--- src/rtl/cpu_pkg.sv ---
// Constants and types shared between the fetch stage and the instruction decoder.
package cpu_pkg;

  localparam int INSTR_W = 24;
  localparam int ADDR_W  = 12;

  localparam logic [3:0] ADDRR = 4'h0;
  localparam logic [3:0] ADDRI = 4'h1;
  localparam logic [3:0] SUBRR = 4'h2;
  localparam logic [3:0] SUBRI = 4'h3;
  localparam logic [3:0] ANDRR = 4'h4;
  localparam logic [3:0] ORRR  = 4'h5;
  localparam logic [3:0] XORRR = 4'h6;
  localparam logic [3:0] LDI   = 4'h7;
  localparam logic [3:0] LD    = 4'h8;
  localparam logic [3:0] ST    = 4'h9;
  localparam logic [3:0] JMP   = 4'hA;
  localparam logic [3:0] JZ    = 4'hB;
  localparam logic [3:0] NOP   = 4'hC;
  localparam logic [3:0] RES1  = 4'hD;
  localparam logic [3:0] RES2  = 4'hE;
  localparam logic [3:0] RES3  = 4'hF;

  typedef enum logic {
    IDLE = 1'b0,
    RUN  = 1'b1
  } fetch_state_t;

  typedef struct packed {
    logic [ADDR_W-1:0]  pc;
    logic [INSTR_W-1:0] instr;
  } fetch_pkt_t;

endpackage

--- src/rtl/fetch_queue.sv ---
// Two-entry synchronous FIFO of fetched {pc, instr} packets; flush wins over push and pop.
module fetch_queue
  import cpu_pkg::*;
(
  input  logic       clk,
  input  logic       rst,
  input  logic       push,
  input  logic       pop,
  input  logic       flush,
  input  fetch_pkt_t push_pkt,
  output logic [1:0] count,
  output fetch_pkt_t head
);

  fetch_pkt_t mem [2];
  logic       wr_ptr;
  logic       rd_ptr;

  always_ff @(posedge clk) begin
    if (rst) begin
      mem[0] <= '0;
      mem[1] <= '0;
      wr_ptr <= 1'b0;
      rd_ptr <= 1'b0;
      count  <= 2'd0;
    end else if (flush) begin
      wr_ptr <= 1'b0;
      rd_ptr <= 1'b0;
      count  <= 2'd0;
    end else begin
      if (push) begin
        mem[wr_ptr] <= push_pkt;
        wr_ptr      <= ~wr_ptr;
      end
      if (pop) begin
        rd_ptr <= ~rd_ptr;
      end
      case ({push, pop})
        2'b10:   count <= count + 2'd1;
        2'b01:   count <= count - 2'd1;
        default: ;
      endcase
    end
  end

  assign head = mem[rd_ptr];

endmodule

--- src/rtl/instr_fetch.sv ---
// Fetch stage: program counter, issue control toward sync instruction memory, redirect/kill handling.
//   state | meaning
//   IDLE  | not issuing; queued and in-flight words still drain
//   RUN   | issuing one read per cycle while the queue has room
module instr_fetch
  import cpu_pkg::*;
#(
  parameter int                ADDR_W   = cpu_pkg::ADDR_W,
  parameter int                INSTR_W  = cpu_pkg::INSTR_W,
  parameter logic [ADDR_W-1:0] RESET_PC = '0
) (
  input  logic               clk,
  input  logic               rst,
  input  logic               fetch_en,
  output logic               imem_en,
  output logic [ADDR_W-1:0]  imem_addr,
  input  logic [INSTR_W-1:0] imem_rdata,
  output logic               instr_valid,
  input  logic               instr_ready,
  output logic [INSTR_W-1:0] instr,
  output logic [ADDR_W-1:0]  instr_pc,
  input  logic               redir_valid,
  input  logic [ADDR_W-1:0]  redir_pc
);

  fetch_state_t      state;
  fetch_state_t      state_nxt;
  logic [ADDR_W-1:0] pc;
  logic [ADDR_W-1:0] issued_pc;
  logic              inflight;
  logic              kill;
  logic              issue;
  logic              pop;
  logic              push;
  logic [1:0]        count;
  logic [2:0]        occupancy;
  fetch_pkt_t        push_pkt;
  fetch_pkt_t        head;

  always_ff @(posedge clk) begin
    if (rst) state <= IDLE;
    else     state <= state_nxt;
  end

  always_comb begin
    state_nxt = state;
    case (state)
      IDLE:    if (fetch_en)  state_nxt = RUN;
      RUN:     if (!fetch_en) state_nxt = IDLE;
      default: state_nxt = IDLE;
    endcase
  end

  assign instr_valid = (count != 2'd0) & ~redir_valid;
  assign pop         = instr_valid & instr_ready;
  // Slots already spoken for, counting the one the decoder frees this cycle.
  assign occupancy   = {1'b0, count} + {2'b0, inflight} - {2'b0, pop};
  assign issue       = (state == RUN) & fetch_en & ~redir_valid & (occupancy < 3'd2);
  assign imem_en     = issue;
  assign imem_addr   = pc;

  assign push     = inflight & ~kill;
  assign push_pkt = '{pc: issued_pc, instr: imem_rdata};

  always_ff @(posedge clk) begin
    if (rst) begin
      pc        <= RESET_PC;
      issued_pc <= RESET_PC;
      inflight  <= 1'b0;
      kill      <= 1'b0;
    end else begin
      inflight <= issue;
      if (issue) issued_pc <= pc;
      // The word landing during a redirect is dropped by the queue flush; kill
      // covers any response still arriving in the cycle after.
      if (redir_valid) begin
        pc   <= redir_pc;
        kill <= inflight;
      end else begin
        if (issue) pc <= pc + 1'b1;
        kill <= 1'b0;
      end
    end
  end

  fetch_queue u_queue (
    .clk      (clk),
    .rst      (rst),
    .push     (push),
    .pop      (pop),
    .flush    (redir_valid),
    .push_pkt (push_pkt),
    .count    (count),
    .head     (head)
  );

  assign instr    = head.instr;
  assign instr_pc = head.pc;

endmodule

--- config.mk ---
export PLATFORM = sky130hd
export DESIGN_NAME = instr_fetch
export DESIGN_NICKNAME = d
export VERILOG_FILES = /design/src/rtl/cpu_pkg.sv /design/src/rtl/fetch_queue.sv /design/src/rtl/instr_fetch.sv
export SDC_FILE = /design/constraint.sdc
export NUM_CORES = 1
export LEC_CHECK = 0
export ABC_AREA = 1
export CORE_MARGIN = 4
export CORE_UTILIZATION = 40
export CTS_CLUSTER_SIZE = 28
export DETAILED_ROUTE_END_ITERATION = 12
export GPL_TIMING_DRIVEN = 0
export PLACE_DENSITY = 0.61
export SYNTH_ARGS = -nofsm -noshare
export SYNTH_HDL_FRONTEND = slang
export SYNTH_SLANG_ARGS = --single-unit
--- constraint.sdc ---
create_clock -name clk -period 4.1 [get_ports clk]
set_clock_uncertainty 0.15 [all_clocks]
set_input_delay 1.025 -clock clk [delete_from_list [all_inputs] [get_ports clk]]
set_output_delay 1.025 -clock clk [all_outputs]
set_load 0.05 [all_outputs]
Yosys cells after proc, flatten, opt, wreduce, memory -nomap -nowiden --
Memories as Yosys holds them, arrays and structs flattened. A register that Yosys moved wholly into a read port is not among the register bits. Cells that the tools add are included.
Storage, ports and cells: input port bits 41, word-level logic and storage cells 48, memories kept 1, RAM bits 72, output and inout port bits 50, flip-flop bits (word level) 31
Cells by class: magnitude comparators 1, reductions and logical operators 6, bitwise logic cells 10, equal/unequal tests 2, multiplexer cells 15, add/sub/neg operators 5
Memory list:
- u_queue.mem | depth 2, bits a word 36, rd ports 1, clocked after memory_dff 1, wr ports 2, line fetch_queue.sv:15 | fetch_pkt_t mem [2];
Operators with widths (count):
- 2-to-1 mux 36 bit | 1
- OR reduction 36 bit | 1
- 2-to-1 mux 12 bit | 2
- adder 12 x 1 -> 12 bit, second input constant | 1
- 2-to-1 mux 1 bit | 11
- bitwise AND 1 bit | 6
- nonzero test 2 bit | 3
- NOT 1 bit | 4
- one-hot mux 2 bit (2 select lines) | 1
- OR reduction 2 bit | 2
- adder 2 x 1 -> 3 bit | 1
- < comparator 3 x 2 -> 1 bit, second input constant | 1
- subtractor 3 x 1 -> 3 bit | 1
- adder 2 x 1 -> 2 bit, second input constant | 1
- == test 2 x 1 -> 1 bit, second input constant | 1
- == test 2 bit, second input constant | 1
- subtractor 2 x 1 -> 2 bit, second input constant | 1

Depth between registers and ports, before layout --
word-level depth 8, depth in mapped cells 16, gate-level depth less buffers 16

Cells and area by module --
A second synthesis with hierarchy kept.
Unflattened totals: cell total of the unflattened synthesis 462, area, all modules 4793.3 µm²
Modules (own cells, without submodules):
- fetch_queue | times used 1, sequential area each 2262.2 µm², cells each 260, area each 3399.5 µm²
- instr_fetch | times used 1, sequential area each 540.5 µm², cells each 202, area each 1393.8 µm²

Worst setup path after synthesis --
No wires, ideal clock.
path kind input -> output, from in redir_valid, to out imem_en, arrival time 3774 ps, required time 2925 ps, path slack -849 ps, stages 11, buffers on the path 1, cell sequence buf_6 > a21oi_1 > nand2_1 > inv_1 > ha_1 > or2_2 > fa_1 > nand2_1 > nor2_4 > nand2_4 > clkinv_2
Between the ends: longest elaborated chain between the ends 6, elaborated cells on any way between the ends 7, classes of those cells 1 x add/sub; 1 x order compare; 5 x bitwise
Ends and longest elaborated chain:
- start: declaration | line instr_fetch.sv:22 | input logic redir_valid,
- NOT 1 bit (no line)
- bitwise AND 1 bit | line instr_fetch.sv:54 | assign instr_valid = (count != 2'd0) & ~redir_valid;
- named net instr_valid | line instr_fetch.sv:18 | output logic instr_valid,
- bitwise AND 1 bit | line instr_fetch.sv:55 | assign pop = instr_valid & instr_ready;
- named net pop | line instr_fetch.sv:33 | logic pop;
- subtractor 3 x 1 -> 3 bit | line instr_fetch.sv:57 | assign occupancy = {1'b0, count} + {2'b0, inflight} - {2'b0, pop};
- < comparator 3 x 2 -> 1 bit | line instr_fetch.sv:58 | assign issue = (state == RUN) & fetch_en & ~redir_valid & (occupancy < 3'd2);
- bitwise AND 1 bit | line instr_fetch.sv:58
- end: declaration | line instr_fetch.sv:15 | output logic imem_en,
The timed path passes the listed nets, and every way through them passes these cells.

Worst setup path in the final report --
from in redir_valid, to out imem_en
Between the ends: longest elaborated chain between the ends 6, elaborated cells on any way between the ends 7, classes of those cells 1 x add/sub; 1 x order compare; 5 x bitwise
Ends and longest elaborated chain (line):
- NOT 1 bit (no line)
- bitwise AND 1 bit | instr_fetch.sv:54
- bitwise AND 1 bit | instr_fetch.sv:55
- named net pop | instr_fetch.sv:33
- subtractor 3 x 1 -> 3 bit | instr_fetch.sv:57
- < comparator 3 x 2 -> 1 bit | instr_fetch.sv:58
- bitwise AND 1 bit | instr_fetch.sv:58
The timed path passes the listed nets, and every way through them passes these cells.

==> impl_metrics.ini <==
[outcome]
run_status = completed

[placed_design]
dpl-instance-area_um2 = 5733
place.detailed.instances = 673
dp.final_hpwl_um = 6657
gp_routability_congestion = 0.8136
buffer_ports.inserted = 89

[pwr]
combPwrFrac_pct = 10.8
p_sw_uw = 564.0
cellPowerDensity_nw_per_um2 = 378.8
intPower_mw = 1.741
irDropWorstVdd_mv = 0.3189
power_leakage_nw = 2.385
p_sw_share_pct = 24.47
share_clk_of_total_power_pct = 38.4
power.share.sequential_pct = 50.8

[route]
route.antenna.remaining_nets = 0
routed_via_density = 4.703
route.detailed.drc = 0
routed.top_layer = met4
wl_met2_um = 4476
first_pass_iters = 4
drt-wirelength-per-cell_um = 13.83
vias = 3259
totalWireLength_um = 9582
met3_length_um = 588
dr.first_iter.drc_count = 127
detail_route.wirelength.met1_um = 4434

[logic_synthesis]
synth_top_area_share_pct = 46.89
synthesis.yosys.warnings = 0
ys_dominant_reg_cell = edfxtp_1
synth-compound-area-share_pct = 5.020
xor_and_xnor_area_share_after_synthesis_pct = 0.7598
netlist.top_cell.by_area = edfxtp_1
synth.avg_cell_area_um2 = 10.38
yosys.cell_types.count = 30
synthArstFlopShare_pct = 0
synth.ff_latch_count = 104
dominant_combinational_cell_family_by_area_after_synthesis = simple AND/OR/NAND/NOR gates
synthSimpleGateAreaFrac_pct = 15.66
syn-cell-area_um2 = 4611
synth-edff-count = 72
synth.mux.area_fraction_pct = 8.792
post_synth_inst_count = 444
synth_sequential_area_ratio_pct = 60.79
post-synth-top-count-cell = nor2_1
yosys-top-cells-count = nor2_1 (86), edfxtp_1 (72), inv_1 (58)
synthAdderAreaFrac_pct = 1.248
post_syn_nets = 489
synth.top_cells.by_area = edfxtp_1 (47%), dfxtp_1 (14%), mux2_2 (8.8%), nor2_1 (7.0%), inv_1 (4.7%)

[global_routing]
wire_length_of_the_first_global_routing_pass_um = 15710
grt_ovf = 0
antenna_found_initial = 0
pin_count_of_the_biggest_net_entering_global_routing = 37
globalRouteTotalUtil_pct = 15.01
vias_in_the_first_global_route = 3250

[finish]
final_core_utilization_pct = 54.92
area_growth_pct = 31.97
layoutNonFillerInstCount = 693
fin_nets = 593
final_cell_area_um2 = 6085
layout-drive-gt1-share_pct = 16.27
antenna_diode_count = 0
fillCellCount = 1009

[clock_network]
numCtsBuffers = 9
number_of_clock_sinks = 104
ctsLongestPathBuffers = 2
clkTransAtPathRegs_ns = 0.07
clk_root_buffer_cell = clkbuf_16
ctsHtreeMaxLevel = 3
tritoncts = built
insertion_delay_ns = 0.34

[sta]
finalSetupTns_ns = 0
min_period_ns = 3.962
slew_headroom_pct = 38.93
report.final.slew_viol_count = 0
rsz0062_at_grt = false
hold-worst-slack_ns = 0.3264
fmax_mhz = 252.4
worstMarginPinSlew_ns = 0.9128
setup_viol = 0
finalHoldViolations = 0
layout_worst_path_cycle_share_pct = 96.64

[floorplanning]
horizontal_die_dimension_um = 115.4
start_util_pct = 41.62
core.rowCount = 38
die_h_um = 115.4
fp.dieArea_um2 = 13310
floorplan.core_area_um2 = 11080
design.portCount = 91

[critical_path]
timing.critical_path.to_type = output pin
worst_setup_path_start_kind = primary input
critical_path_peak_fanout = 10
timing.setup.critical_path_class = primary input to output pin
required_time_at_the_worst_slack_endpoint_ns = 2.92
arrival_ns = 2.79

[worst_hold_path]
worst_hold_path_type = flip-flop to flip-flop

[flow_run]
cap_viol_max_count = 0
## logic make-up after synthesis
logic type,after synthesis
xor+xnor,4
buf+inv,79
flops,104
fa+ha+maj,4
compound gates,45
simple gates,172
mux,36
## placed cells by master (no fill, tap or decap), types with 9 or more instances in the layout
| cell type | count |
|---|---|
| clkdlybuf4s50_1 | 87 |
| nand3_1 | 23 |
| dfxtp_1 | 32 |
| edfxtp_1 | 72 |
| nor2_1 | 86 |
| buf_2 | 10 |
| nand2_1 | 49 |
| o21ai_0 | 17 |
| a21oi_1 | 22 |
| inv_1 | 57 |
| clkbuf_16 | 9 |
| mux2_2 | 36 |
## power groups by stage
stage          registers (mW)  logic, mW  clock network, mW
3_3_place_gp             1.19      0.248                  0
5_1_grt                  1.18      0.269              0.951
4_1_cts                  1.17      0.252              0.902
3_5_place_dp             1.20      0.250                  0
2_1_floorplan            1.21      0.126                  0
6_report                 1.17      0.249              0.884
## registers in the layout (all words and copies together), names as in the netlist, named ones only
name            flops
u_queue.mem        72
imem_addr          12
issued_pc          12
u_queue.count       2
inflight            1
kill                1
state               1
u_queue.rd_ptr      1
u_queue.wr_ptr      1
## area by class of cell
cell class,instances,area (um^2),share of cell area (%)
sequential,104,2803,46.06
multi-input combinational,261,1488,24.45
timing repair buffer,93,929.6,15.28
inverter,60,245.2,4.030
clock buffer,9,225.2,3.701
tap,140,175.2,2.879
buffer,19,131.4,2.159
clock inverter,7,87.58,1.439
## worst paths after layout
kind                                        from       endpoint  slack [ns]  depth (start not counted)
worst max-delay path                 redir_valid        imem_en        0.14                         12
worst min-delay path                issued_pc[0]   issued_pc[0]        0.33                          2
worst max register to register  u_queue.count[0]  issued_pc[10]        1.26                         14
worst min register to register      issued_pc[0]   issued_pc[0]        0.33                          2
## metal layers
metal / vias to the layer above / global-route usage (%)
li1: 1667 / -
met1: 1504 / 20.09
met2: 82 / 25.08
met3: 6 / 3.526
met4: 0 / 3.052
met5: - / 0
## worst max-delay path, stage by stage
cell and delay (ns):
buf_12 0.13, a21oi_4 0.13, nand2_2 0.08, inv_2 0.07, ha_4 0.19, or2_4 0.22, fa_1 0.50, nand2_2 0.07
nor2_4 0.12, nand2_4 0.08, clkinv_8 0.06, buf_12 0.12
## metrics by stage
step	power, mW	worst slack (ns)
after CTS	2.325	0.1226
after global routing	2.395	0.03870
after floorplan	1.341	-0.04405
after global placement	1.443	-0.8218
after detailed placement	1.445	-0.8146
final	2.305	0.1379
## timing repair
item,4_1_cts,5_1_grt
endpoints found under the setup margin,1,0
gates resized for setup,10,0
buffers inserted,4,0
hold buffers,0,0
No activity file was read; power rests on OpenSTA's default activity.
